[config.mk]
export PLATFORM = sky130hd
export DESIGN_NAME = mmio_uart_tx_flat
export DESIGN_NICKNAME = d
export VERILOG_FILES = /design/src/rtl/mmio_uart_tx_if.sv /design/src/rtl/mmio_uart_tx.sv /design/src/flat_wrapper.sv
export SDC_FILE = /design/constraint.sdc
export NUM_CORES = 1
export LEC_CHECK = 0
export ABC_AREA = 1
export ABC_CLOCK_PERIOD_IN_PS = 3200
export BUFFER_PORTS_ARGS = -buffer_cell sky130_fd_sc_hd__buf_2
export CORE_MARGIN = 2
export CORE_UTILIZATION = 55
export CTS_CLUSTER_DIAMETER = 40
export DETAILED_ROUTE_END_ITERATION = 10
export GPL_ROUTABILITY_DRIVEN = 0
export PLACE_DENSITY = 0.9
export SETUP_SLACK_MARGIN = 0.1
export SLEW_MARGIN = 30
export SYNTH_ARGS = -nofsm -noshare
export SYNTH_HDL_FRONTEND = slang
export SYNTH_SLANG_ARGS = --single-unit
[constraint.sdc]
create_clock -name clk -period 3.2 [get_ports clk]
set_clock_uncertainty 0.2 [all_clocks]
set_input_delay 0.64 -clock clk [delete_from_list [all_inputs] [get_ports clk]]
set_output_delay 0.64 -clock clk [all_outputs]
set_load 0.03 [all_outputs]
[src/rtl/mmio_uart_tx_if.sv]
// Data-memory port bundle between the CPU core and memory-mapped peripherals.
// The core drives address, store strobe and store data; the peripheral answers
// with a combinational select and read data that the top level muxes with RAM.
interface mmio_uart_tx_if;
  logic        mem_write;
  logic [31:0] data_memory_addr;
  logic [31:0] write_data;
  logic [31:0] read_data;
  logic        sel;

  modport master (
    output mem_write,
    output data_memory_addr,
    output write_data,
    input  read_data,
    input  sel
  );

  modport slave (
    input  mem_write,
    input  data_memory_addr,
    input  write_data,
    output read_data,
    output sel
  );
endinterface

[src/rtl/mmio_uart_tx.sv]
// Memory-mapped 8N1 UART transmitter. Stores to TXDATA queue bytes in a small
// circular FIFO; a four-state FSM pops one byte per frame and shifts it out LSB
// first. STATUS/CTRL reads are combinational so a single-cycle core can use them.
module mmio_uart_tx #(
  parameter logic [31:0] BASE_ADDR  = 32'hFFFF_0000,
  parameter int          CLK_DIV    = 16,
  parameter int          FIFO_DEPTH = 8
) (
  input  logic         clk,
  input  logic         reset,
  mmio_uart_tx_if.slave bus,
  output logic         tx
);

  localparam int AW = $clog2(FIFO_DEPTH);
  localparam int BW = $clog2(CLK_DIV);
  localparam logic [BW-1:0] BAUD_LAST  = BW'(CLK_DIV - 1);
  localparam logic [AW:0]   COUNT_FULL = (AW+1)'(FIFO_DEPTH);

  typedef enum logic [1:0] {IDLE, START, DATA, STOP} state_t;

  state_t        state, state_nxt;
  logic [BW-1:0] baud, baud_nxt;
  logic [2:0]    bit_cnt, bit_nxt;
  logic [7:0]    shift, shift_nxt;
  logic          pop;

  logic [7:0]    mem [FIFO_DEPTH];
  logic [AW-1:0] wr_ptr, rd_ptr;
  logic [AW:0]   count;
  logic          enable, overflow;

  logic [1:0]    offset;
  logic          push_req, push_ok, ctrl_wr, ovf_set, ovf_clr;
  logic          full, empty;
  logic [31:0]   status;

  assign bus.sel  = (bus.data_memory_addr[31:4] == BASE_ADDR[31:4]);
  assign offset   = bus.data_memory_addr[3:2];
  assign push_req = bus.mem_write && bus.sel && (offset == 2'd0);
  assign ctrl_wr  = bus.mem_write && bus.sel && (offset == 2'd2);
  assign full     = (count == COUNT_FULL);
  assign empty    = (count == '0);
  // A pop in the same cycle frees the slot, so a push at full still lands.
  assign push_ok  = push_req && (!full || pop);
  assign ovf_set  = push_req && full && !pop;
  assign ovf_clr  = ctrl_wr && bus.write_data[1];
  assign status   = {24'd0, 4'(count), overflow, (state != IDLE), empty, full};

  // Register read mux, purely combinational from address and current state
  always_comb begin
    bus.read_data = 32'd0;
    if (bus.sel) begin
      case (offset)
        2'd1:    bus.read_data = status;
        2'd2:    bus.read_data = {31'd0, enable};
        default: bus.read_data = 32'd0;
      endcase
    end
  end

  // Next-state logic for the frame FSM and its baud/bit/shift datapath
  always_comb begin
    state_nxt = state;
    baud_nxt  = baud;
    bit_nxt   = bit_cnt;
    shift_nxt = shift;
    pop       = 1'b0;
    case (state)
      IDLE: begin
        if (enable && !empty) begin
          state_nxt = START;
          pop       = 1'b1;
        end
      end
      START: begin
        if (baud == '0) begin
          state_nxt = DATA;
          baud_nxt  = BAUD_LAST;
        end else begin
          baud_nxt = baud - BW'(1);
        end
      end
      DATA: begin
        if (baud == '0) begin
          baud_nxt = BAUD_LAST;
          if (bit_cnt == 3'd7) begin
            state_nxt = STOP;
          end else begin
            bit_nxt   = bit_cnt + 3'd1;
            shift_nxt = {1'b0, shift[7:1]};
          end
        end else begin
          baud_nxt = baud - BW'(1);
        end
      end
      STOP: begin
        if (baud == '0) begin
          if (enable && !empty) begin
            state_nxt = START;
            pop       = 1'b1;
          end else begin
            state_nxt = IDLE;
          end
        end else begin
          baud_nxt = baud - BW'(1);
        end
      end
      default: state_nxt = IDLE;
    endcase
    // Every frame start loads the head byte and restarts the bit timing.
    if (pop) begin
      shift_nxt = mem[rd_ptr];
      bit_nxt   = 3'd0;
      baud_nxt  = BAUD_LAST;
    end
  end

  // FSM state register
  always_ff @(posedge clk or negedge reset) begin
    if (!reset) state <= IDLE;
    else        state <= state_nxt;
  end

  // Baud/bit counters and the registered serial line, driven from next state
  always_ff @(posedge clk or negedge reset) begin
    if (!reset) begin
      baud    <= '0;
      bit_cnt <= 3'd0;
      tx      <= 1'b1;
    end else begin
      baud    <= baud_nxt;
      bit_cnt <= bit_nxt;
      case (state_nxt)
        START:   tx <= 1'b0;
        DATA:    tx <= shift_nxt[0];
        default: tx <= 1'b1;
      endcase
    end
  end

  // Shift register holds payload only; its value is irrelevant until a pop loads it
  always_ff @(posedge clk) begin
    shift <= shift_nxt;
  end

  // FIFO storage array
  always_ff @(posedge clk) begin
    if (push_ok) mem[wr_ptr] <= bus.write_data[7:0];
  end

  // FIFO pointers and occupancy counter
  always_ff @(posedge clk or negedge reset) begin
    if (!reset) begin
      wr_ptr <= '0;
      rd_ptr <= '0;
      count  <= '0;
    end else begin
      if (push_ok) wr_ptr <= wr_ptr + AW'(1);
      if (pop)     rd_ptr <= rd_ptr + AW'(1);
      case ({push_ok, pop})
        2'b10:   count <= count + (AW+1)'(1);
        2'b01:   count <= count - (AW+1)'(1);
        default: count <= count;
      endcase
    end
  end

  // Control register: enable bit and sticky overflow (clear beats set)
  always_ff @(posedge clk or negedge reset) begin
    if (!reset) begin
      enable   <= 1'b1;
      overflow <= 1'b0;
    end else begin
      if (ctrl_wr)      enable   <= bus.write_data[0];
      if (ovf_clr)      overflow <= 1'b0;
      else if (ovf_set) overflow <= 1'b1;
    end
  end

endmodule

[src/flat_wrapper.sv]
// flat-port wrapper written by rule: the top's interface ports become plain ports
module mmio_uart_tx_flat 
#(
  parameter logic [31:0] BASE_ADDR  = 32'hFFFF_0000,
  parameter int          CLK_DIV    = 16,
  parameter int          FIFO_DEPTH = 8
)
  (clk, reset, tx, bus_mem_write, bus_data_memory_addr, bus_write_data, bus_read_data, bus_sel);
  mmio_uart_tx_if bus_i ();
  input  logic clk;
  input  logic reset;
  output logic tx;
  input wire logic [$bits(bus_i.mem_write)-1:0] bus_mem_write;
  input wire logic [$bits(bus_i.data_memory_addr)-1:0] bus_data_memory_addr;
  input wire logic [$bits(bus_i.write_data)-1:0] bus_write_data;
  output wire logic [$bits(bus_i.read_data)-1:0] bus_read_data;
  output wire logic [$bits(bus_i.sel)-1:0] bus_sel;
  assign bus_i.mem_write = bus_mem_write;
  assign bus_i.data_memory_addr = bus_data_memory_addr;
  assign bus_i.write_data = bus_write_data;
  assign bus_read_data = bus_i.read_data;
  assign bus_sel = bus_i.sel;
  mmio_uart_tx #(.BASE_ADDR(BASE_ADDR), .CLK_DIV(CLK_DIV), .FIFO_DEPTH(FIFO_DEPTH)) u_core (.clk(clk), .reset(reset), .bus(bus_i), .tx(tx));
endmodule
==> results of run 1 <==
==> power by group through the flow <==
stage / Sequential, mW / Clock, mW / Combinational (mW)
2_1_floorplan: 1.42 / 0 / 0.304
3_3_place_gp: 1.42 / 0 / 0.366
3_5_place_dp: 1.42 / 0 / 0.389
4_1_cts: 1.39 / 0.759 / 0.392
5_1_grt: 1.40 / 0.809 / 0.452
6_report: 1.39 / 0.753 / 0.393
==> final timing paths <==
path,start,to,slack (ns),depth (start not counted)
worst max-delay path,u_core.state[1],u_core.count[2],0.36,13
max in group asynchronous,reset,u_core.tx,2.37,1
worst min register to register,u_core.bit_cnt[2],u_core.bit_cnt[2],0.32,2
worst max register to register,u_core.state[1],u_core.count[2],0.36,13
min in group clk,u_core.bit_cnt[2],u_core.bit_cnt[2],0.32,2
worst min-delay path,reset,u_core.count[3],0.05,1
==> area by class of cell <==
type / instances / share of cell area
Inverter: 39 / 0.0283
Multi-Input combinational cell: 318 / 0.316
Clock buffer: 9 / 0.0240
Tap cell: 105 / 0.0254
Timing Repair Buffer: 65 / 0.0702
Clock inverter: 7 / 0.0126
Sequential cell: 94 / 0.523
==> flip-flops by register name, summed over array words and instances, names as in the netlist <==
register	flops
u_core.shift	8
u_core.state	2
u_core.baud	4
u_core.mem	64
u_core.overflow	1
u_core.wr_ptr	3
u_core.count	4
u_core.tx	1
u_core.rd_ptr	3
u_core.bit_cnt	3
u_core.enable	1
==> cells in the mapped netlist (all sizes together) <==
library cell	number
a21boi	2
a21oi	5
a22oi	2
buf	31
clkbuf	5
clkinv	1
conb	1
dfrtp	20
dfstp	2
dfxtp	1
edfxtp	71
ha	16
inv	38
nand2	104
nand3	22
nand3b	1
nand4	3
nor2	74
nor3	2
o21ai	39
o22ai	13
or2	1
xnor2	2
xor2	8
==> cell families (layout without fill, tap and decap cells) <==
| logic type | Yosys count | count (layout) |
|---|---|---|
| AND/OR/NAND/NOR | 207 | 207 |
| AO/OA/AOI/OAI | 61 | 61 |
| buffers and inverters | 75 | 120 |
| flip-flops | 94 | 94 |
| XOR/XNOR | 10 | 10 |
| adder cells (fa/ha/maj) | 16 | 16 |
| other | 1 | 24 |
==> routing by layer <==
metal | GRT usage | up-vias
met5 | 0 | -
met4 | 0.112 | 0
met3 | 0.0384 | 29
met2 | 0.398 | 149
met1 | 0.265 | 1607
li1 | - | 1620
==> critical path, delay by kind of cell, from the launching register on <==
kind | cells | cell delay (ns)
and+or+nand+nor | 4 | 0.55
buffers and inverters | 2 | 0.21
xor gates and xnor gates | 2 | 0.41
adders and majority gates | 3 | 0.77
AOI/OAI and AO/OA | 2 | 0.21
DFF | 1 | 0.43
==> metrics by stage <==
stage          cell area, um^2  setup WS, ns  hold WS (ns)  power, mW
6_report                  5170         0.358        0.0463       2.54
5_1_grt                   5170         0.131        0.0715       2.66
4_1_cts                   5170         0.360        0.0491       2.54
3_5_place_dp              4980         0.140         0.310       1.81
3_3_place_gp              4980         0.293         0.276       1.78
2_1_floorplan             4740         0.345         0.144       1.73
==> results by stage, run 1 <==
Layout:
- The filler cell count is between 600 and 700.
- The layout cell share with drive strength beyond 1 is 0.199.
- The sequential cell area is 0.00271 mm^2.
- Leaving out filler cells and counting taps, the final layout contains roughly 640.
- The share of the core filled with cells in the final layout is 0.629.
- The repair_antennas step left the layout with diodes totalling 0.
- The library cells used most frequently in the layout, excluding fill and tap cells, are sky130_fd_sc_hd__nand2_1, sky130_fd_sc_hd__edfxtp_1, sky130_fd_sc_hd__nor2_1, sky130_fd_sc_hd__buf_2, sky130_fd_sc_hd__o21ai_0.
- Summing all multi-input logic gate instances after layout gives around 0.0016 mm^2.
- From synthesis to final layout, the design area changed by 11.1%.
- The count of nets after finishing is 610.
- The library cell used most frequently in the layout, excluding fill and tap cells, is sky130_fd_sc_hd__nand2_1.

STA:
- After layout, the minimum clock period comes to 2.84 ns.
- In this run the tightest slew margin relative to its limit is 0.550.
- The hold violation count in the final report is 0.
- Static timing analysis puts the maximum clock frequency at 0.352 GHz.
- Setup repair after global routing left no endpoint under its margin.
- The slew at the pin closest to its max-slew limit is 0.675 ns.
- The total count of max-transition violations in the final report was 0.
- Setup violations remaining at the end of the flow were counted as 0.
- The setup TNS after final layout is 0 ns.
- The final period utilization is 0.888.

Logic synthesis:
- Counting every instance in the synthesized netlist gives 464.
- The flip-flop and latch count after synthesis is 94.
- After synthesis, the share of cell area in mux cells is 0.
- The synthesized-area fraction occupied by adder cells is 0.0430.
- The XOR/XNOR share of the synthesized area is 0.0188.
- A synthesized cell averages approximately 10 um^2.
- The yosys synthesis warning count is 0.
- The mapped cell area is roughly 0.0047 mm^2.
- The synthesized netlist contains 37 unique library cells.
- Of the total synthesized cell area, the portion taken by AND, OR, NAND and NOR gates is 0.198.
- The synthesized-area fraction occupied by ao, oa, aoi and oai cells was 0.0721.
- The share of synthesized area in the top cell type comes to 0.458.
- The combinational family with the most area after synthesis is simple AND/OR/NAND/NOR gates.
- The share of synthesized area occupied by flip-flops and latches is 0.581.
- In the post-synthesis netlist, the biggest area contributors are sky130_fd_sc_hd__edfxtp_1, sky130_fd_sc_hd__dfrtp_1, sky130_fd_sc_hd__nand2_1, sky130_fd_sc_hd__nor2_1, sky130_fd_sc_hd__buf_4.
- The cell accounting for the most synthesized area is sky130_fd_sc_hd__edfxtp_1.

Clocking:
- The longest clock path from root to sink contains 2 buffers.
- The number of gates resized after CTS was 0.
- CTS placed an instance of sky130_fd_sc_hd__clkbuf_8 at the clock tree root.
- The number of hold buffers added after CTS was 0.
- TritonCTS built the clock tree.
- The number of sinks handled by clock tree synthesis is 94.
- The number of buffers inserted during clock tree synthesis is 9.
- The total number of H-tree levels is 3.
- In this run the post-CTS setup repair buffer count came out at 0.
- The later pin in the worst-skew pair is clocked with a latency of ~0.37 ns.
- After clock tree synthesis, the clock-pin slew on the worst setup and hold paths is around 0.10 ns.

Placed design:
- The count of buffers inserted at the top-level ports is 50.
- Summed over all nets, the half-perimeter wirelength after detailed placement is 6660 um.
- The number of placed cells counting well taps is a little over 600.

Floorplan:
- roughly 100 I/O pins were placed.
- The floorplan step defined a die boundary enclosing 0.00921 mm^2.
- The initial utilization of the core area, before any placement, comes to 0.566.
- From bottom edge to top edge, the die measures between 90 and 100 um.
- The chip width is between 90 and 100 um.
- The total area inside the core boundary comes to 0.00822 mm^2.
- In this run the core area contains 33 standard-cell rows.

Routing:
- Using the TritonRoute via totals, the vias-per-cell ratio works out to 5.35.
- The number of vias in the routed layout is approximately 3,400.
- The count of nets left with antenna violations once routing finished came out at 0.
- Dividing the detail-routed wire length by the instance count gives 15.2 um.
- The sum of met3 wire segment lengths after detailed routing is 612 um.
- The iteration count of the initial detailed-routing pass is 6.
- The detailed-routing wirelength on met1 is around 3700 um.
- The topmost layer with routed signal wires is met4.
- The violation count after the first detailed-route iteration is around 350.
- For this run, design rule violations remaining after detail routing come to 0.
- The final routed wirelength across all metal layers is roughly 9700 um.
- In the detailed route, the total length drawn on met2 is ~5000 um.

Power and ir drop:
- The worst-case IR drop observed on VDD is slightly below 400 uV.
- Dividing total power by cell area gives a power density of about 500 mW/mm^2.
- Of the total power, combinational logic draws 0.155.
- The share of power burned in registers is 0.548.
- The fraction of power spent switching nets is 0.289.
- The switching power summed over all nets is around 0.73 mW.
- The internal cell power is approximately 1.8 mW.
- In this run the static leakage power is roughly 2.3 nW.
- The share of total power dissipated in the clock network is 0.297.

GRT:
- The largest net degree at the start of global routing is 34.
- The via count of the first global-routing pass is between 3,000 and 4,000.
- For this run, the total global-route usage over all layers was measured as 0.226.
- The final global-route overflow total is 0.
- The global-route wire length before repair is around 16,000 um.
- The initial antenna violation count was 0.

Run:
- Across the run, the number of max-cap violations was 0.

Critical path:
- Data on the critical path arrives at its endpoint at a little under 3 ns.
- The type of element launching the critical path is a register.
- Data on the critical path is required at its endpoint by between 3 and 4 ns.
- The category of the most critical setup path is register to register.
- STA classifies the critical path endpoint as a register.
- The maximum fanout encountered on the critical timing path is 5.
- The critical path goes through inv_1 -> ha_1 -> inv_1 -> nand2_2 -> nand3b_4 -> nand2_4 -> nand2_1 -> ha_1 -> xor2_1 -> ha_1 -> a21oi_1 -> xor2_1 -> o21ai_0.
- For this design, the slowest cell found on the critical path is sky130_fd_sc_hd__dfrtp_1.
- Counting stages on the worst path, the most repeated cell is sky130_fd_sc_hd__ha_1.
- The largest stage delay on the critical path is between 0.4 and 0.5 ns.

Min path:
- The path class of the lowest-slack min-delay path is input pin to asynchronous set/reset pin.

Outcome:
- The flow ran to the end, and the final reports show no timing, DRC or antenna violations.
(Power assumes the default switching activity.)
==> run 2, diff against run 1 <==
Settings changed: CELL_PAD_IN_SITES_DETAIL_PLACEMENT set to 1, CELL_PAD_IN_SITES_GLOBAL_PLACEMENT set to 1, CORE_UTILIZATION 55 to 42, PLACE_DENSITY 0.9 to 0.89.
==> run 2 against run 1 <==
Against the previous run:
- critical path depth did not move
- wire length increased by 12%
- core utilization decreased by 15 points
==> results by stage, run 2 (same netlist as run 1, synthesis figures left out) <==
Floorplan:
- Row generation in the floorplan step produced 38 rows.
- For this configuration, the core starts out at a cell density of 0.429.
- The die is about 110 um tall.
- Measured along the x axis, the die boundary spans between 100 and 150 um.
- The full die area is approximately 0.012 mm^2.
- The floorplan step defined a core boundary enclosing ~0.011 mm^2.
- The number of I/O pins is just over 100.

Clocking:
- After clock tree synthesis, the flow added hold-fix buffers numbering 0.
- The clock-pin slew of the registers on the worst-case setup and hold paths is about 0.10 ns.
- The CTS tree is yes.
- Gates resized during post-CTS repair numbered 0.
- The latest clock arrival within the worst-skew pair is 0.37 ns.
- The total number of H-tree levels is 3.
- The root buffer cell chosen for the clock tree is sky130_fd_sc_hd__clkbuf_8.
- The post-CTS setup buffer count is 0.
- Counting the buffers created by CTS gives 9.
- The clock net in this run drives a total of 94 sinks.
- The longest clock path from root to sink contains 2 buffers.

Routing:
- After detailed routing, the number of remaining DRC violations is 0.
- The routed wirelength normalized by instance count is 16.1 um.
- The vias per cell is around 5.
- In this run, the number of DRC markers left after iteration 0 of detailed routing was about 180.
- The final routed wirelength across all metal layers is 10,800 um.
- The number of antenna-violating nets in the routed design is 0.
- The final route contains approximately 3,400 vias.
- The iteration count of the initial detailed-routing pass is 4.

Power and ir drop:
- Cell internal power was estimated by the tool at between 1.5 and 2 mW.
- The share of power burned in registers is 0.540.
- Power spread over the standard cell area amounts to just under 500 mW/mm^2.
- The design draws 2.58 mW.
- The maximum VDD drop is 315 uV.
- The leakage power is between 2 and 2.5 nW.
- Of the total power, combinational logic draws 0.153.
- The switching power summed over all nets is around 0.77 mW.
- The proportion of power drawn by the clock network is 0.307.
- Of the total power, the share spent switching nets is 0.297.

Outcome:
- The run finished with clean final reports.

STA:
- Setup repair after global routing left no endpoint under its margin.
- At the pin with the least slew margin, the transition time is 0.700 ns.
- In the finished design, the share of the clock period the worst path needs comes to 0.880.
- Adding up every negative setup slack in the final design gives 0 ns.
- The final hold slack is between 0.03 and 0.04 ns.
- The number of endpoints failing setup at the final stage is 0.
- After layout, the minimum clock period comes to 2.82 ns.
- The total count of max-transition violations in the final report was 0.
- The hold violation count in the final report was 0.
- The post-route worst setup slack is between 0.3 and 0.4 ns.
- In this run the tightest slew margin relative to its limit is 0.534.
- The highest clock frequency the design can meet is around 0.36 GHz.

Critical path:
- The cell with the largest stage delay on the worst path is sky130_fd_sc_hd__dfrtp_1.
- Traced cell by cell, the critical path runs through inv_1 -> ha_1 -> inv_1 -> nand2_2 -> nand3b_4 -> buf_4 -> inv_2 -> ha_1 -> xor2_1 -> ha_1 -> a21oi_1 -> xor2_1 -> o21ai_0.
- The critical path buffer and inverter count is 4.
- Along the worst path, the maximum fanout reaches 16.
- The critical path data required time is 3.28 ns.
- The category of the most critical setup path is register to register.
- The kind of cell with the highest combined delay along the critical path is adder cells.
- STA classifies the critical path startpoint as a register.
- At the worst endpoint, the arrival time is between 2 and 3 ns.
- Among the stages of the critical path, the cell type that occurs most often is sky130_fd_sc_hd__ha_1.
- The largest stage delay on the critical path is between 0.4 and 0.5 ns.
- The worst setup path is captured at a register.

Run:
- The tool flagged a number of max-cap violations equal to 0.

Layout:
- The commonest non-fill, non-tap cell in the layout is sky130_fd_sc_hd__nand2_1.
- Of the cells placed in the final design, the portion with a size suffix greater than 1 is 0.202.
- The register with the most flip-flops in the layout has 64 of them.
- The library cells used most frequently in the layout, excluding fill and tap cells, are sky130_fd_sc_hd__nand2_1, sky130_fd_sc_hd__edfxtp_1, sky130_fd_sc_hd__nor2_1, sky130_fd_sc_hd__buf_2, sky130_fd_sc_hd__o21ai_0.
- More flip-flops sit in one register than any other, and that register is u_core.mem.
- In the final design database the tool counted between 600 and 700 nets.
- The finished layout holds about 670 standard cells, fillers aside.
- In the final layout, the registers with the most flip-flops are u_core.mem (64), u_core.shift (8).
- The count of inserted antenna diode cells is 0.
- From synthesis to final layout, the design area changed by 12.6%.

Placed design:
- Once placement completed, the tool counted placed cells totaling around 660.
- Prior to clock tree synthesis, the placed netlist has a worst setup slack of approximately 0.026 ns.
- Detailed placement finished with a half-perimeter wire length of about 8000 um.
- Port buffering added 50 buffers.

GRT:
- For this run, the total global-route usage over all layers was measured as 0.193.
- The initial antenna violation count is 0.
- After global routing, the most crowded layer is met2.
- For this run, global-route usage on met3 was measured as 0.0311.
- The first global-routing pass estimated ~18,000 um of wire.
- The via count of the first global-routing pass is about 3,500.
- The global routing usage on met1 is 0.240.
- For this run the aggregate overflow at the end of global routing stands at 0.
- Entering global routing, the biggest net connects 34 pins.
- For met2 alone, demand over resource in global routing was 0.349.

Min path:
- The path class of the lowest-slack min-delay path is input pin to asynchronous set/reset pin.
==> run 2: final timing paths <==
kind                                 start  slack [ns]  cells past startpoint         endpoint
min in group clk           u_core.overflow        0.31                      2  u_core.overflow
hold / removal                       reset        0.04                      1   u_core.baud[0]
hold reg to reg            u_core.overflow        0.31                      2  u_core.overflow
setup / recovery           u_core.state[1]        0.38                     13  u_core.count[2]
setup reg to reg           u_core.state[1]        0.38                     13  u_core.count[2]
max in group asynchronous            reset        2.39                      1    u_core.enable
==> run 2: layer usage <==
metal  routed length (um)  up-vias
li1                     -     1619
met1                 4540     1664
met2                 5830       68
met3                  348       10
met4                  110        0
met5                    0        -
==> run 2: cell type report <==
| type | instances | area (um^2) |
|---|---|---|
| timing repair buffer | 67 | 378 |
| multi-input combinational | 318 | 1630 |
| fill | 1251 | 5600 |
| clock buffer | 9 | 124 |
| inverter | 39 | 146 |
| clock inverter | 7 | 75.1 |
| sequential | 94 | 2710 |
| tap | 140 | 175 |
==> run 2: power by group through the flow <==
stage	logic (mW)	registers, mW	clock network [mW]
after CTS	0.399	1.39	0.808
final	0.396	1.39	0.791
after global routing	0.457	1.40	0.851
after floorplan	0.304	1.42	0
after global placement	0.370	1.42	0
after detailed placement	0.396	1.42	0
==> run 2: stage by stage <==
step / utilization / cell area (um^2)
global route: 0.483 / 5240
finish: 0.483 / 5240
global placement: 0.465 / 5040
floorplan: - / 4740
CTS: 0.483 / 5240
detailed placement: 0.465 / 5040
